--- config.mk ---
export PLATFORM = sky130hd
export DESIGN_NAME = man_decoder
export DESIGN_NICKNAME = d
export VERILOG_FILES = /design/src/rtl/man_dec_pkg.sv /design/src/rtl/man_dec_edge_sync.sv /design/src/rtl/man_decoder.sv
export SDC_FILE = /design/constraint.sdc
export NUM_CORES = 1
export LEC_CHECK = 0
export ABC_AREA = 1
export CAP_MARGIN = 20
export CORE_MARGIN = 2
export CORE_UTILIZATION = 50
export CTS_CLUSTER_DIAMETER = 30
export DETAILED_ROUTE_END_ITERATION = 10
export GPL_TIMING_DRIVEN = 0
export PLACE_DENSITY = 0.7
export SYNTH_ARGS = -nofsm -noshare
export SYNTH_HDL_FRONTEND = slang
export SYNTH_SLANG_ARGS = --single-unit
--- constraint.sdc ---
create_clock -name clk -period 2.4 [get_ports clk]
set_clock_uncertainty 0.1 [all_clocks]
set_input_delay 0.48 -clock clk [delete_from_list [all_inputs] [get_ports clk]]
set_output_delay 0.48 -clock clk [all_outputs]
set_load 0.02 [all_outputs]
--- src/rtl/man_dec_pkg.sv ---
// Shared types and window-bound helpers for the Manchester decoder.
package man_dec_pkg;

  typedef enum logic [1:0] {HUNT, LOCKING, LOCKED} man_dec_state_t;

  function automatic int unsigned man_dec_timer_w(input int unsigned os);
    return $clog2(2 * os + 2);
  endfunction

  function automatic int unsigned man_dec_mid_lo(input int unsigned os, input int unsigned tol);
    return os - tol;
  endfunction

  function automatic int unsigned man_dec_mid_hi(input int unsigned os, input int unsigned tol);
    return os + tol;
  endfunction

  function automatic int unsigned man_dec_half_lo(input int unsigned os, input int unsigned tol);
    return os / 2 - tol;
  endfunction

  function automatic int unsigned man_dec_half_hi(input int unsigned os, input int unsigned tol);
    return os / 2 + tol;
  endfunction

endpackage

--- src/rtl/man_dec_edge_sync.sv ---
// Line synchronizer, optional 3-sample majority filter, registered edge/direction.
// Filter enabled by defining MAN_DEC_GLITCH_FILTER_EN.
module man_dec_edge_sync (
  input  logic i_clk,
  input  logic i_rst_n,
  input  logic i_line,
  output logic o_edge,
  output logic o_dir
);

  logic r_s1;
  logic r_s2;
  logic r_lvl_d;
  logic r_edge;
  logic r_dir;
  logic w_level;

`ifdef MAN_DEC_GLITCH_FILTER_EN
  logic r_h1;
  logic r_h2;

  always_ff @(posedge i_clk or negedge i_rst_n) begin
    if (!i_rst_n) begin
      r_h1 <= 1'b0;
      r_h2 <= 1'b0;
    end else begin
      r_h1 <= r_s2;
      r_h2 <= r_h1;
    end
  end

  // Combinational vote keeps the added delay to one clock for every edge.
  assign w_level = (r_s2 & r_h1) | (r_s2 & r_h2) | (r_h1 & r_h2);
`else
  assign w_level = r_s2;
`endif

  always_ff @(posedge i_clk or negedge i_rst_n) begin
    if (!i_rst_n) begin
      r_s1    <= 1'b0;
      r_s2    <= 1'b0;
      r_lvl_d <= 1'b0;
      r_edge  <= 1'b0;
      r_dir   <= 1'b0;
    end else begin
      r_s1    <= i_line;
      r_s2    <= r_s1;
      r_lvl_d <= w_level;
      r_edge  <= w_level ^ r_lvl_d;
      r_dir   <= w_level;
    end
  end

  assign o_edge = r_edge;
  assign o_dir  = r_dir;

endmodule

--- src/rtl/man_decoder.sv ---
// IEEE 802.3 Manchester receive decoder: lock acquisition, NRZ recovery, violation flag.
// Optional glitch filter via MAN_DEC_GLITCH_FILTER_EN (see man_dec_edge_sync).
module man_decoder
  import man_dec_pkg::*;
#(
  parameter int unsigned OVERSAMPLE = 16,
  parameter int unsigned TOL        = 3,
  parameter int unsigned LOCK_BITS  = 8
) (
  input  logic clk,
  input  logic reset,
  input  logic line_in,
  output logic bit_out,
  output logic bit_valid,
  output logic locked,
  output logic code_err
);

  localparam int unsigned TW = man_dec_timer_w(OVERSAMPLE);
  localparam int unsigned GW = $clog2(LOCK_BITS + 1);

  localparam logic [TW-1:0] T_MAX   = TW'(2 * OVERSAMPLE + 1);
  localparam logic [TW-1:0] T_OUT   = TW'(OVERSAMPLE + TOL + 1);
  localparam logic [TW-1:0] MID_LO  = TW'(man_dec_mid_lo(OVERSAMPLE, TOL));
  localparam logic [TW-1:0] MID_HI  = TW'(man_dec_mid_hi(OVERSAMPLE, TOL));
  localparam logic [TW-1:0] HALF_LO = TW'(man_dec_half_lo(OVERSAMPLE, TOL));
  localparam logic [TW-1:0] HALF_HI = TW'(man_dec_half_hi(OVERSAMPLE, TOL));
  localparam logic [GW-1:0] G_LOCK  = GW'(LOCK_BITS);

  logic w_edge;
  logic w_dir;

  man_dec_edge_sync u_edge_sync (
    .i_clk   (clk),
    .i_rst_n (reset),
    .i_line  (line_in),
    .o_edge  (w_edge),
    .o_dir   (w_dir)
  );

  man_dec_state_t r_state, w_state_nx;
  logic [TW-1:0]  r_timer, w_timer_nx, w_t;
  logic [GW-1:0]  r_good, w_good_nx, w_good_inc;
  logic           r_anchor, w_anchor_nx;
  logic           r_bit, w_bit_nx;
  logic           r_valid, w_valid_nx;
  logic           r_err, w_err_nx;
  logic           r_locked;
  logic           w_mid, w_half, w_late;

  // w_t is the spacing in clocks from the last accepted mid-bit edge to this clock.
  assign w_t        = (r_timer == T_MAX) ? T_MAX : r_timer + TW'(1);
  assign w_mid      = (w_t >= MID_LO) && (w_t <= MID_HI);
  assign w_half     = (w_t >= HALF_LO) && (w_t <= HALF_HI);
  assign w_late     = (w_t >= T_OUT);
  assign w_good_inc = r_good + GW'(1);

  always_comb begin
    w_state_nx  = r_state;
    w_timer_nx  = w_t;
    w_good_nx   = r_good;
    w_anchor_nx = r_anchor;
    w_bit_nx    = r_bit;
    w_valid_nx  = 1'b0;
    w_err_nx    = 1'b0;
    unique case (r_state)
      HUNT: begin
        if (w_edge) begin
          w_timer_nx  = '0;
          w_anchor_nx = 1'b1;
          if (r_anchor && w_mid) begin
            w_state_nx = LOCKING;
            w_good_nx  = GW'(1);
          end
        end
      end
      LOCKING: begin
        if (w_edge && w_mid) begin
          w_timer_nx = '0;
          w_good_nx  = w_good_inc;
          if (w_good_inc == G_LOCK) w_state_nx = LOCKED;
        end else if ((w_edge && !w_half) || (!w_edge && w_late)) begin
          w_err_nx    = 1'b1;
          w_state_nx  = HUNT;
          w_good_nx   = '0;
          w_anchor_nx = 1'b0;
          w_timer_nx  = '0;
        end
      end
      LOCKED: begin
        if (w_edge && w_mid) begin
          w_timer_nx = '0;
          w_valid_nx = 1'b1;
          w_bit_nx   = w_dir;
        end else if ((w_edge && !w_half) || (!w_edge && w_late)) begin
          w_err_nx    = 1'b1;
          w_state_nx  = HUNT;
          w_good_nx   = '0;
          w_anchor_nx = 1'b0;
          w_timer_nx  = '0;
        end
      end
      default: begin
        w_state_nx  = HUNT;
        w_good_nx   = '0;
        w_anchor_nx = 1'b0;
        w_timer_nx  = '0;
      end
    endcase
  end

  always_ff @(posedge clk or negedge reset) begin
    if (!reset) begin
      r_state  <= HUNT;
      r_timer  <= '0;
      r_good   <= '0;
      r_anchor <= 1'b0;
      r_bit    <= 1'b0;
      r_valid  <= 1'b0;
      r_err    <= 1'b0;
      r_locked <= 1'b0;
    end else begin
      r_state  <= w_state_nx;
      r_timer  <= w_timer_nx;
      r_good   <= w_good_nx;
      r_anchor <= w_anchor_nx;
      r_bit    <= w_bit_nx;
      r_valid  <= w_valid_nx;
      r_err    <= w_err_nx;
      r_locked <= (w_state_nx == LOCKED);
    end
  end

  assign bit_out   = r_bit;
  assign bit_valid = r_valid;
  assign locked    = r_locked;
  assign code_err  = r_err;

endmodule

==> results.toml <==
[status]
outcome = "complete, no violations"

[placed_design]
hpwl_um = 1961
gp_congestion = 0.7956
dp.cells = 208
portBuffers = 6

[clocking]
cts.path.max_buffers = 2
numCtsBuffers = 3
path_clk_slew_ns = 0.12
postCtsSetupBuffers = 0
cts_hold_buffers = 0
ctsHtreeMaxLevel = 1
clk_latency_ns = 0.31
cts.sinks = 21
ctsResizeCount = 0
clock-root-buffer = "clkbuf_4"
cts_tree = "done"

[yosys]
synth-seq-area-share_pct = 38.01
avgSynthCellArea_um2 = 8.085
synth-simple-area-share_pct = 38.01
synth_top_family_by_area = "simple AND/OR/NAND/NOR gates"
synth_compound_area_share_pct = 7.330
synth.area.mux_share_pct = 0
synthXorXnorAreaFrac_pct = 2.534
synth-adder-area-share_pct = 7.240
synth_cells = 171
syn-num-nets = 182
ys_ff_latch = 21
syn_area_um2 = 1383
synthDistinctLibCells = 27
synth-warning-count = 0

[finish]
n_antenna_cell = 0
syn_to_final_growth_pct = 9.412
nNetsFinal = 193
final_cell_mix = "nand2_1 (52), dfrtp_1 (20), inv_1 (18)"
layout-drive-gt1-share_pct = 17.68
layout_commonest_cell = "nand2_1"
layout.cells.non_filler = 212

[critical_path]
cp_slowest_cell = "dfrtp_2"
cp_common_cell = "nand2_1"
max_stage_delay_ns = 0.48
critPathKind = "register to register"
path_delay_family = "simple AND/OR/NAND/NOR gates"
critical_path.max_fanout = 10
worstPathRequired_ns = 2.52
critPathArrivalTime_ns = 2.28
cp-start-kind = "register"
endpoint_kind = "register"
critPathBufInv = 1
cp_cell_sequence = "ha_1 > xor2_1 > nand2_1 > nor2_1 > nand2_1 > nand2_2 > nand3_4 > buf_6 > o21ai_1 > nand2_1 > nand3_1 > nand2_1"

[die]
ios = 7
die_height_um = 56.59
die_w_um = 56.59
core_um2 = 2686
rows = 19
start_util_pct = 51.47
die-area_um2 = 3202

[power_and_ir_drop]
powerDensity_nw_per_um2 = 540.1
vdd_ir_drop_max_mv = 0.5650
p_leak_nw = 0.7887

[routing]
drt_iter0_markers = 49
postRouteAntennaNets = 0
via_per_inst = 5.274
wl_per_cell_um = 12.24
drc = 0
firstDrtPassIters = 4
via_count = 1118
wl_um = 2595

[grt]
grt_pass1_vias = 1141
antenna_found_initial = 0
grtUsageTotal_pct = 19.03
grt_pass1_wl_um = 4781
grt_overflow = 0
grt_max_degree = 22

[sta]
drv_slew = 0
tns_ns = 0
period_share_pct = 90.26
slew_headroom_pct = 37.96
timing.fmax_mhz = 461.6
finalCriticalPeriod_ns = 2.166
setup_viol_count_final = 0
rsz0062_at_grt = "no"
timing_hold_violations_final = 0
tightestPinTransition_ns = 0.9277

[hold_path]
hold_path.class = "register to register"

[flow_run]
max_cap_violations = 0
-- cell families (layout without fill, tap and decap cells) --
group | after synthesis | after routing
AO/OA/AOI/OAI | 15 | 15
XOR/XNOR | 4 | 4
adder cells (fa/ha/maj) | 8 | 8
buffers and inverters | 23 | 33
flip-flops | 21 | 21
AND/OR/NAND/NOR | 100 | 100
-- per-layer routing --
metal  vias to the layer above  global-route usage, %  part of all wire, %
met5                         -                      0                    0
met4                         0                  10.54                  2.5
met3                         6                  2.304                  2.9
met2                        20                  32.23                   48
met1                       523                  23.29                   47
li1                        569                      -                    -
-- cells in the mapped netlist --
master | instances | share of area (%)
nand2_4 | 4 | 3.3
inv_1 | 18 | 4.9
xnor2_1 | 1 | 0.63
dfrtp_1 | 21 | 38
nand3_2 | 4 | 2.9
nand4_1 | 3 | 1.4
nand2_2 | 7 | 3.2
nor2_2 | 3 | 1.4
o21ai_0 | 1 | 0.36
o211ai_1 | 1 | 0.54
a21oi_1 | 2 | 0.72
ha_1 | 8 | 7.2
inv_2 | 2 | 0.54
nand3_1 | 13 | 4.7
nor2_8 | 1 | 1.4
a211oi_1 | 5 | 2.7
a21oi_4 | 1 | 1.2
buf_6 | 1 | 0.81
nand3_4 | 1 | 1.3
buf_2 | 1 | 0.36
o21ai_1 | 5 | 1.8
nor2_4 | 1 | 0.81
nor2_1 | 10 | 2.7
clkinv_1 | 1 | 0.27
nand2_1 | 52 | 14
nand4_2 | 1 | 0.90
xor2_1 | 3 | 1.9
-- power breakdown --
part | internal (W) | switching [W]
combinational | 0.0000732 | 0.000138
clock | 0.0000636 | 0.000116
sequential | 0.000385 | 0.0000420
-- sequential cells by signal, indices dropped and copies added, names as in the netlist --
signal and flops:
r_timer 6, r_good 4, r_state 2, bit_out 1, bit_valid 1, code_err 1
locked 1, r_anchor 1, u_edge_sync.o_dir 1, u_edge_sync.o_edge 1, u_edge_sync.r_s1 1, u_edge_sync.r_s2 1
-- worst paths after layout --
check	startpoint	to	slack (ns)	cells after the start
min in group asynchronous	reset	r_timer[5]	0.57	1
worst max-delay path	r_timer[0]	r_good[3]	0.23	12
max in group asynchronous	reset	r_timer[0]	1.01	1
worst min register to register	u_edge_sync.r_s1	u_edge_sync.r_s2	0.28	0
worst max register to register	r_timer[0]	r_good[3]	0.23	12
worst min-delay path	u_edge_sync.r_s1	u_edge_sync.r_s2	0.28	0
-- cell type report --
| cell class | count | area [µm²] |
|---|---|---|
| flip-flops and latches | 21 | 526.8 |
| multi-input cells | 127 | 762.0 |
| clock buffers | 3 | 22.52 |
| plain buffers | 2 | 16.27 |
| well taps | 31 | 38.79 |
| fillers | 247 | 1174 |
| inverters | 21 | 78.83 |
| repair buffers | 6 | 60.06 |
| clock inverters | 1 | 7.507 |
-- stage by stage --
step / setup slack (ns) / hold slack (ns) / utilization [%] / power (W) / cell area [µm²]
2_1_floorplan: 0.4541 / 0.08441 / - / 0.0005925 / 1383
3_3_place_gp: 0.2997 / 0.2394 / 55.15 / 0.0006326 / 1481
3_5_place_dp: 0.2006 / 0.2463 / 55.15 / 0.0006424 / 1481
4_1_cts: 0.1675 / 0.2824 / 56.26 / 0.0008252 / 1511
5_1_grt: 0.04274 / 0.2916 / 56.31 / 0.0008746 / 1513
6_report: 0.2337 / 0.2829 / 56.31 / 0.0008169 / 1513
-- worst reg2reg max path: stages (launching register included) --
cell and delay, ns:
dfrtp_2 0.48, ha_1 0.28, xor2_1 0.20, nand2_1 0.13, nor2_1 0.12, nand2_1 0.07
nand2_2 0.10, nand3_4 0.09, buf_6 0.16, o21ai_1 0.14, nand2_1 0.07, nand3_1 0.08
nand2_1 0.05
Note: power is estimated with default switching activity, not from simulation.
